===== src/rtl/melody_sequencer_pkg.sv =====
// Shared types and constants for the melody beat scheduler.
package melody_pkg;

  localparam int unsigned BEAT_W = 8;
  localparam int unsigned TICK_W = 32;

  typedef enum logic [1:0] {
    ST_IDLE  = 2'd0,
    ST_PLAY  = 2'd1,
    ST_PAUSE = 2'd2
  } state_e;

  localparam logic [1:0] TEMPO_X1    = 2'd0;
  localparam logic [1:0] TEMPO_SLOW2 = 2'd1;
  localparam logic [1:0] TEMPO_FAST2 = 2'd2;
  localparam logic [1:0] TEMPO_SLOW4 = 2'd3;

  // Cycles per beat for a tempo selection; the fast setting floors odd bases.
  function automatic logic [TICK_W-1:0] tempo_div(input logic [1:0] sel,
                                                  input logic [TICK_W-1:0] base);
    logic [TICK_W-1:0] d;
    case (sel)
      TEMPO_SLOW2: d = base << 1;
      TEMPO_FAST2: d = base >> 1;
      TEMPO_SLOW4: d = base << 2;
      default:     d = base;
    endcase
    return d;
  endfunction

endpackage


===== src/rtl/melody_sequencer_beat_tick_gen.sv =====
// Beat tick generator: counts cycles within a beat against a latched divisor
// and flags the last cycle of the beat. The divisor is reloaded only on clear
// or at a beat boundary so a tempo change never shortens the running beat.
module beat_tick_gen
  import melody_pkg::*;
#(
  parameter int unsigned BEAT_DIV = 6_250_000
) (
  input  logic              clk_i,
  input  logic              rst_ni,
  input  logic              run_i,
  input  logic              clear_i,
  input  logic [1:0]        tempo_sel_i,
  output logic [TICK_W-1:0] tick_o,
  output logic [TICK_W-1:0] div_o,
  output logic              boundary_o
);

  localparam logic [TICK_W-1:0] BASE = TICK_W'(BEAT_DIV);
  localparam logic [TICK_W-1:0] ONE  = TICK_W'(1);

  logic [TICK_W-1:0] tick_q, tick_d;
  logic [TICK_W-1:0] div_q, div_d;

  assign boundary_o = run_i && (tick_q == (div_q - ONE));
  assign tick_o     = tick_q;
  assign div_o      = div_q;

  // Next tick / divisor: clear and boundary both restart the beat with a fresh tempo.
  always_comb begin
    tick_d = tick_q;
    div_d  = div_q;
    if (clear_i || boundary_o) begin
      tick_d = '0;
      div_d  = tempo_div(tempo_sel_i, BASE);
    end else if (run_i) begin
      tick_d = tick_q + ONE;
    end
  end

  // Tick and divisor registers.
  always_ff @(posedge clk_i or negedge rst_ni) begin
    if (!rst_ni) begin
      tick_q <= '0;
      div_q  <= BASE;
    end else begin
      tick_q <= tick_d;
      div_q  <= div_d;
    end
  end

endmodule


===== src/rtl/melody_sequencer.sv =====
// Melody beat scheduler: steps an 8-bit beat index at a programmable tempo
// with play/pause/stop control, end-of-song pulse and an articulating note gate.
// Build option: define MELODY_LOOP_EN to wrap back to beat 0 and keep playing
// at the end of the song; by default the sequencer returns to IDLE.
//
// state    | meaning
// ---------+---------------------------------------------------------
// ST_IDLE  | stopped; beat index and tick held at 0, tempo tracked
// ST_PLAY  | ticking; beat index advances at each beat boundary
// ST_PAUSE | tick and beat index frozen, gate muted, awaiting start
module melody_sequencer
  import melody_pkg::*;
#(
  parameter int unsigned BEAT_DIV  = 6_250_000,
  parameter int unsigned GAP_TICKS = 312_500,
  parameter int unsigned SONG_LEN  = 68
) (
  input  logic              CLOCK_50,
  input  logic              rst_n,
  input  logic              start,
  input  logic              stop,
  input  logic              pause,
  input  logic [1:0]        tempo_sel,
  output logic [BEAT_W-1:0] beats,
  output logic              note_gate,
  output logic              beat_stb,
  output logic              playing,
  output logic              done
);

`ifdef MELODY_LOOP_EN
  localparam bit LOOP_EN = 1'b1;
`else
  localparam bit LOOP_EN = 1'b0;
`endif

  localparam logic [BEAT_W-1:0] LAST_BEAT = BEAT_W'(SONG_LEN - 1);
  localparam logic [TICK_W-1:0] GAP_T     = TICK_W'(GAP_TICKS);

  state_e            state_q, state_d;
  logic [BEAT_W-1:0] beats_q;
  logic              beat_stb_q, done_q;
  logic [TICK_W-1:0] tick, div;
  logic              boundary, song_end;
  logic              run, clear, play_s, gate_s;

  beat_tick_gen #(.BEAT_DIV(BEAT_DIV)) u_tick (
    .clk_i       (CLOCK_50),
    .rst_ni      (rst_n),
    .run_i       (run),
    .clear_i     (clear),
    .tempo_sel_i (tempo_sel),
    .tick_o      (tick),
    .div_o       (div),
    .boundary_o  (boundary)
  );

  assign song_end = boundary && (beats_q == LAST_BEAT);

  // State register.
  always_ff @(posedge CLOCK_50 or negedge rst_n) begin
    if (!rst_n) state_q <= ST_IDLE;
    else        state_q <= state_d;
  end

  // Next-state decode; stop outranks start, start outranks pause.
  always_comb begin
    state_d = state_q;
    case (state_q)
      ST_IDLE:  if (!stop && start) state_d = ST_PLAY;
      ST_PLAY: begin
        if (stop)                      state_d = ST_IDLE;
        else if (song_end && !LOOP_EN) state_d = ST_IDLE;
        else if (!start && pause)      state_d = ST_PAUSE;
      end
      ST_PAUSE: begin
        if (stop)       state_d = ST_IDLE;
        else if (start) state_d = ST_PLAY;
      end
      default:  state_d = ST_IDLE;
    endcase
  end

  // Output decode; a stop this cycle freezes the tick so no boundary can fire.
  always_comb begin
    play_s = (state_q == ST_PLAY);
    gate_s = play_s && (tick < (div - GAP_T));
    run    = play_s && !stop;
    clear  = (state_q == ST_IDLE) || stop;
  end

  // Beat index and registered strobes.
  always_ff @(posedge CLOCK_50 or negedge rst_n) begin
    if (!rst_n) begin
      beats_q    <= '0;
      beat_stb_q <= 1'b0;
      done_q     <= 1'b0;
    end else begin
      beat_stb_q <= boundary;
      done_q     <= song_end;
      if (clear || song_end) beats_q <= '0;
      else if (boundary)     beats_q <= beats_q + BEAT_W'(1);
    end
  end

  assign beats     = beats_q;
  assign beat_stb  = beat_stb_q;
  assign done      = done_q;
  assign playing   = play_s;
  assign note_gate = gate_s;

endmodule


===== config.mk =====
export PLATFORM = sky130hd
export DESIGN_NAME = melody_sequencer
export DESIGN_NICKNAME = d
export VERILOG_FILES = /design/src/rtl/melody_sequencer_pkg.sv /design/src/rtl/melody_sequencer_beat_tick_gen.sv /design/src/rtl/melody_sequencer.sv
export SDC_FILE = /design/constraint.sdc
export NUM_CORES = 1
export LEC_CHECK = 0
export CAP_MARGIN = 40
export CORE_ASPECT_RATIO = 0.9
export CORE_MARGIN = 2
export CORE_UTILIZATION = 62
export CTS_CLUSTER_DIAMETER = 50
export DETAILED_ROUTE_END_ITERATION = 10
export PLACE_DENSITY = 0.81
export SYNTH_ARGS = -nofsm -noshare
export SYNTH_HDL_FRONTEND = slang
export SYNTH_HIERARCHICAL = 1
export SYNTH_SLANG_ARGS = --single-unit
export TNS_END_PERCENT = 1

===== constraint.sdc =====
create_clock -name CLOCK_50 -period 3.3 [get_ports CLOCK_50]
set_input_delay 0.33 -clock CLOCK_50 [delete_from_list [all_inputs] [get_ports CLOCK_50]]
set_output_delay 0.33 -clock CLOCK_50 [all_outputs]
set_load 0.02 [all_outputs]

==> results.md, run 1 <==
* Status: finished, final reports clean
* DRC at 0
* Slew Limit Fails at 0
* CTS clk-pin slew, worst paths at ~0.10 ns
* Synth Register Bits at 55
* Cell family with most CP delay: simple AND/OR/NAND/NOR gates
* GRT overflow at 0
* Avg Inst Size Synth at around 9.3 µm²
* Site Rows at 30
* Hold Crit Class: input port to async pin
* Post-Synthesis Cells at a little over 500
* Syn. warnings at 6
* Primary FF master, synth: dfrtp_1
* Antenna violations before repair at 0
* Worst path slowest cell: dfstp_2
* Number of flops mapped to enable cells by yosys at 0
* Final setup TNS at 0 ns
* Clock power share at approximately 31%
* Die area at roughly 8300 µm²
* Vias in the first global route at 3708
* Sequential share of the synthesized area at a little under 30%
* FMAX at 315.2 MHz
* Max IR drop VDD at about 220 µV
* IO Pins at 19
* Final GP Congestion at 0.9462
* Yosys top cell area share at a little over a quarter
* Leading area contributor after synthesis: dfrtp_1
* Asr flop ratio synth at 100.0%
* CORE AREA at between 7000 and 8000 µm²
* Fin crit period at between 3 and 4 ns
* Worst path cell trace: nor2_1 -> nand2_1 -> nand3_2 -> xnor2_1 -> ha_1 -> nand4_1 -> nor4_2 -> o21ai_1 -> nand4_1 -> nand2_1 -> dlygate4sd2_1
* Routed wire per std cell at ~17 µm
* Placed Area at a little under 5000 µm²
* Unique cell type count in the Yosys netlist at slightly below 70
* Kind of critical path: flip-flop to output pin
* Sw power at roughly 0.45 mW
* Worst skew pair latency at 0.32 ns
* Post-Syn Area at 4695 µm²
* Die extent in x at about 96 µm
* Fillers at between 500 and 600
* GRT Total Usage at between 20% and 30%
* Clock Tree Root: clkbuf_8
* Cell-internal power at between 1 and 1.5 mW
* Initial detailed-routing violation count at 292
* Routed wire length at 10880 µm
* # port buffers at 18
* Clock Path Buffers at 2
* WP data arrival at approximately 2.8 ns
* RSZ-0062 raised after global routing: no
* CP max stage delay at ~0.60 ns
* Worst slew pin tran at roughly 0.7 ns
* Placed cells at approximately 610
* CP Buf/Inv Count at 1
* Static leakage at 2.199 nW
* Nets at 574
* Dominant cells by area after synthesis: dfrtp_1 26%, ha_1 11%, xor2_1 8.2%, xnor2_1 5.4%, nor3_2 3.6%
* Initial Util at a little over three fifths
* Cts bufs inserted at 5
* Crit end category: output pin
* Seq pwr share at 47.0%
* Hpwl dp at roughly 8000 µm
* Post-DRT Antenna Nets at 0
* Antenna cells at 0
* Share of cells above drive strength 1 at roughly 14%
* CP Launch Type: flip-flop
* Final hold vios at 0
* CTS Sinks at between 50 and 60
* Critical Path RT at ~3 ns
* Fin Clk Skew at between 0.01 and 0.015 ns
* Max cap viols at 0
* Net switching share of the total power at between 20 and 30%
* Via-per-instance ratio at approximately 6.1
* Max FO, Critical Path at 5
* Slew HR at 52.25%
* Layout Cells excl Fill at 622
* Die Y at just under 90 µm
* Htree depth at 2
* Setup violations, final at 0
* First-pass GRT wire length at around 18000 µm
* CTS tree: built
* Period utilisation layout at 96.14%
* PwrDens at 300.0 nW/µm²
* Largest net degree at the start of global routing at 38
* Total number of vias at 3820
* Area Overhead vs Synth at 7.942%
* Combinational share of power at 21.7%
* Detailed-router iteration count before antenna repair at 5
* Design area at between 5000 and 6000 µm²
==> power by group through the flow <==
stage          Clock, mW  Combinational [mW]  Sequential (mW)
2_1_floorplan          0               0.237            0.728
3_3_place_gp           0               0.286            0.736
3_5_place_dp           0               0.296            0.736
4_1_cts            0.484               0.314            0.718
5_1_grt            0.503               0.366            0.717
6_report           0.475               0.330            0.714
==> cell usage after synthesis, types with 3 or more instances <==
cell      count
and2_1        3
clkbuf_1      7
nor3_2       17
mux2_4        4
o21ai_1       5
nor3b_1       3
a21o_1        8
ha_1         42
xnor2_1      29
buf_4        21
nand4_1      21
and4_1        3
a21oi_1      18
dfrtp_1      49
inv_1        15
and3_1       11
nor3_1       24
nor2b_1       4
dfstp_2       6
or3_1         4
nand2b_1     10
xor2_1       44
nor2_1       34
mux2i_1       4
or2_2         3
buf_6         5
nor4_1        6
nand2_1      29
nand3_1      17
o21ai_0       7
o22ai_1       3
==> path summary, 6_finish.rpt <==
path                                  start                 to  slack, ns  cells after the start
setup / recovery           u_tick/div_o[17]          note_gate       0.13                     11
hold / removal                        rst_n    u_tick/div_o[8]       0.49                      2
setup reg to reg            u_tick/div_o[8]           beats[5]       0.48                     12
hold reg to reg            u_tick/div_o[16]   u_tick/div_o[16]       0.52                      2
max in group asynchronous             rst_n  u_tick/tick_o[12]       2.04                      4
min in group CLOCK_50      u_tick/div_o[16]   u_tick/div_o[16]       0.52                      2
==> final cells by class <==
type	count	area (µm²)	area share (%)
Timing Repair Buffer	39	354.1	6.988
Clock inverter	3	47.55	0.9383
Sequential cell	55	1384	27.31
Multi-Input combinational cell	409	3037	59.93
Tap cell	96	120.1	2.370
Clock buffer	5	68.82	1.358
Inverter	15	56.30	1.111
==> cells in the final DEF, fill, tap and decap left out, types with 3 or more instances in the layout <==
cell type	netlist	layout
mux2_4	4	4
dfstp_2	6	6
and4_1	3	3
xnor2_1	29	29
nor3_1	24	24
a21oi_1	18	18
dfrtp_1	49	49
nor4_1	6	4
xor2_1	44	44
o22ai_1	3	3
inv_1	15	15
nand2_1	29	29
o21ai_1	5	6
buf_4	21	19
nor3_2	17	17
and2_1	3	3
clkdlybuf4s50_1	0	16
conb_1	2	14
ha_1	42	42
or2_2	3	3
and3_1	11	11
nor2_1	34	34
nand2b_1	10	10
a21o_1	8	8
o21ai_0	7	6
nor2b_1	4	3
nand3_1	17	17
nand4_1	21	21
clkbuf_8	0	5
or3_1	4	4
nor3b_1	3	3
nor4_2	1	3
mux2i_1	4	4
==> sequential cells by signal (all words and copies together), names as in the netlist <==
name	cells
beat_stb	1
beats	8
done	1
state_q	2
u_tick/div_o	11
u_tick/tick_o	32
==> cell families (layout without fill, tap and decap cells) <==
family | Yosys count | count (layout) | share of synthesized area (%)
and+or+nand+nor | 205 | 205 | 25.72
DFF | 55 | 55 | 29.48
AOI/OAI and AO/OA | 66 | 66 | 10.10
xor gates and xnor gates | 73 | 73 | 13.62
muxes | 9 | 9 | 2.372
buffers and inverters | 53 | 62 | 7.356
adders and majority gates | 42 | 42 | 11.19
other | 2 | 14 | 0.1600
==> routing by layer <==
metal  share of wire, %  up-vias  global-route usage [%]
met5                  0        -                       0
met4                2.4        0                   8.312
met3                6.5       29                   4.522
met2                 48      146                   45.52
met1                 43     1835                   38.03
li1                   -     1810                       -
==> through the flow <==
step	hold slack [ns]	util, %	setup WS (ns)	power [mW]
floorplan	0.03441	-	0.5551	0.9653
global placement	0.4835	65.25	0.1574	1.021
detailed placement	0.2987	65.62	0.2050	1.032
CTS	0.4895	67.78	0.09664	1.516
global route	0.5311	68.18	0.01467	1.586
finish	0.4897	68.18	0.1273	1.520
==> repair_timing <==
action	4_1_cts	5_1_grt
endpoints found under the hold margin	10	0
hold buffers	1	0
cloned	0	0
setup endpoints to repair	1	1
buffers inserted	3	4
resized for setup	4	0
pin swaps	1	0
Power figures use the tool's default switching activity.
==> inputs of run 2 (changes only) <==
- ABC_AREA: not set -> 1
- CORE_UTILIZATION: 62 -> 63
- PLACE_DENSITY: 0.81 -> 0.82
- TNS_END_PERCENT: 1 -> 20
==> run 2 against run 1 <==
Hold slack got worse by 0.48 ns. Count of clock-buffer cells in the layout increased by 1. Synthesized cell count increased by 79%. Non-clock buffer count decreased by 8. Sequential share of layout area decreased by 4.5 points. First-iteration DRC count increased by 100%. Global-route usage increased by 6.1 points. Combinational power increased by 48%. Critical path type unchanged. Largest cell class unchanged.
==> results.md, run 2 <==
* Mux share of post-synthesis cell area at 0%
* First-pass GRT wire length at 26790 µm
* RSZ-0062 raised after global routing: no
* Design area at a little over 6000 µm²
* Largest family of logic cells by synthesized area: simple AND/OR/NAND/NOR gates
* Routed wire length at about 16000 µm
* Largest net degree at the start of global routing at 32
* Slew Limit Fails at 0
* CP Launch Point: u_tick/div_o[22]
* Asr flop ratio synth at 100.0%
* DRC at 0
* Final setup TNS at 0 ns
* Avg Inst Size Synth at 6.303 µm²
* Max FO, Critical Path at 7
* Post-Syn Area at approximately 5700 µm²
* Dominant cells by area after synthesis: dfrtp_1 21%, nand2_1 16%, ha_1 9.2%, inv_1 8.0%, nor2_1 7.4%
* Leading area contributor after synthesis: dfrtp_1
* PwrDens at about 270 nW/µm²
* Die extent in x at approximately 100 µm
* Placed cells at roughly 1000
* Hold Crit Class: input port to async pin
* Static leakage at around 2.9 nW
* Tot Pwr at 1.642 mW
* Flop-to-flop setup slack at roughly 0.30 ns
* Yosys top cell area share at roughly 21%
* Max cap viols at 0
* Antenna cells at 0
* Post-DRT Antenna Nets at 0
* Sequential share of the synthesized area at between 20% and 30%
* Unique cell type count in the Yosys netlist at 39
* FMAX at between 300 and 400 MHz
* Pre-CTS WS at 0.1812 ns
* Post-Synthesis Cells at between 900 and 1000
* Detailed-router iteration count before antenna repair at 5
* Site Rows at 32
* Final Util at a little over two thirds
* Max IR drop VDD at roughly 210 µV
* Share of cells above drive strength 1 at under 10%
* Layout Cells excl Fill at 1046
* Clock Path Buffers at 2
* Clock Tree Root: clkbuf_8
* Fin crit period at between 3 and 4 ns
* Slew HR at roughly 56%
* Nets at ~1000
* Number of flops mapped to enable cells by yosys at 0
* Vias in the first global route at ~5800
* Critical Path RT at around 3.0 ns
* CP Launch Type: flip-flop
* Total number of vias at a little under 6000
* Final hold slack at roughly 0.0073 ns
* Simple-gate portion of the synthesized area at between 40% and 50%
* Setup violations, final at 0
* Commonest non-fill, non-tap cell in the layout: nand2_1
* CTS tree: built
* Period utilisation layout at about 90%
* Synth cell count leaders: 248 x nand2_1, 122 x inv_1, 113 x nor2_1
* Die Y at 94.32 µm
* XOR/XNOR Fraction of Synth Area at 5.061%
* Final hold vios at 0
* Initial detailed-routing violation count at about 600
* GRT Total Usage at about a third
* # port buffers at 18
* Final setup margin at about 0.29 ns
* Synth Area in Adders at a little under a tenth
* GRT overflow at 0
* Placed Area at a little under 6000 µm²
* Via-per-instance ratio at around 5.7
* CORE AREA at slightly below 9000 µm²
* Worst reg2reg path depth at 18
* Primary FF master, synth: dfrtp_1
* Htree depth at 2
* Routed wire per std cell at 15.19 µm
* Hpwl dp at around 12000 µm
* Worst setup path end: note_gate
* Status: finished, final reports clean
* Syn. warnings at 6
* Final GP Congestion at ~1.0
* Initial Util at 65.73%
* CTS Sinks at 55
* IO Pins at 19
* Fin Clk Skew at 0.007925 ns
* WP data arrival at approximately 2.7 ns
* Worst R2R End: beats[7]
* Die area at just under 10000 µm²
* Area Overhead vs Synth at 6.507%
* Antenna violations before repair at 0
* Most frequent cells in the layout: 248 x nand2_1, 122 x inv_1, 113 x nor2_1, 70 x nand3_1, 48 x dfrtp_1
* Top-count cell post-synth: nand2_1
* Cts bufs inserted at 5
* Crit end category: output pin
* Worst slew pin tran at approximately 0.66 ns
* Kind of critical path: flip-flop to output pin
* CTS clk-pin slew, worst paths at 0.11 ns
* Worst skew pair latency at around 0.31 ns
* FF-to-FF Start: u_tick/div_o[8]
* Synth Register Bits at between 50 and 60
* Setup bufs post-CTS at 0
* Synth Area in Compound Gates at a little under 7%
* Largest register FFs at 32
run 2: power breakdown:
group | switching, mW | internal [mW] | leakage, nW
clock network | 0.238 | 0.178 | 0.0533
logic | 0.328 | 0.162 | 2.12
registers | 0.0389 | 0.697 | 0.737
run 2: cells by family (layout without fill, tap and decap cells):
logic type                 after synthesis  in the layout
other                                    2             14
xor gates and xnor gates                33             33
adders and majority gates               42             42
and+or+nand+nor                        539            539
AOI/OAI and AO/OA                       74             74
buffers and inverters                  161            170
DFF                                     55             55
run 2: worst min-delay path by stage:
| stage | start | to | slack, ns |
|---|---|---|---|
| 2_1_floorplan | rst_n | beat_stb | 0.03 |
| 3_3_place_gp | rst_n | u_tick/tick_o[7] | 0.37 |
| 3_5_place_dp | rst_n | u_tick/tick_o[6] | 0.36 |
| 4_1_cts | rst_n | u_tick/tick_o[9] | 0.01 |
| 5_1_grt | rst_n | u_tick/tick_o[6] | 0.03 |
| 6_report | rst_n | u_tick/tick_o[6] | 0.007 |
run 2: critical path, stage by stage (launching register included):
cell and delay [ns]:
dfstp_2 0.62, nand2_2 0.09, inv_2 0.10, nand3_1 0.11, o21ai_1 0.18, a21oi_1 0.07, xor2_1 0.16, ha_1 0.29
a21oi_1 0.13, o21ai_0 0.08, nand2_1 0.06, nand2_1 0.05, nand3_1 0.06, nand2_1 0.05, a21oi_1 0.14, clkbuf_2 0.19
run 2: what timing repair did:
item | CTS | global route
hold buffers | 0 | 0
pin swaps | 0 | 1
resized for setup | 1 | 6
endpoints found under the setup margin | 1 | 3
endpoints found under the hold margin | 0 | 0
run 2: final cells by class:
| cell class | count | area, µm² |
|---|---|---|
| clock inverters | 2 | 20.02 |
| well taps | 119 | 148.9 |
| inverters | 131 | 491.7 |
| fillers | 807 | 2606 |
| multi-input cells | 702 | 3686 |
| flip-flops and latches | 55 | 1385 |
| repair buffers | 31 | 267.8 |
| clock buffers | 6 | 82.58 |
run 2: per-layer routing:
layer,vias up,part of all wire (%),global-route usage (%)
li1,2903,-,-
met1,2722,43,43.84
met2,260,47,60.24
met3,45,6.9,2.497
met4,0,2.8,12.05
met5,-,0,0
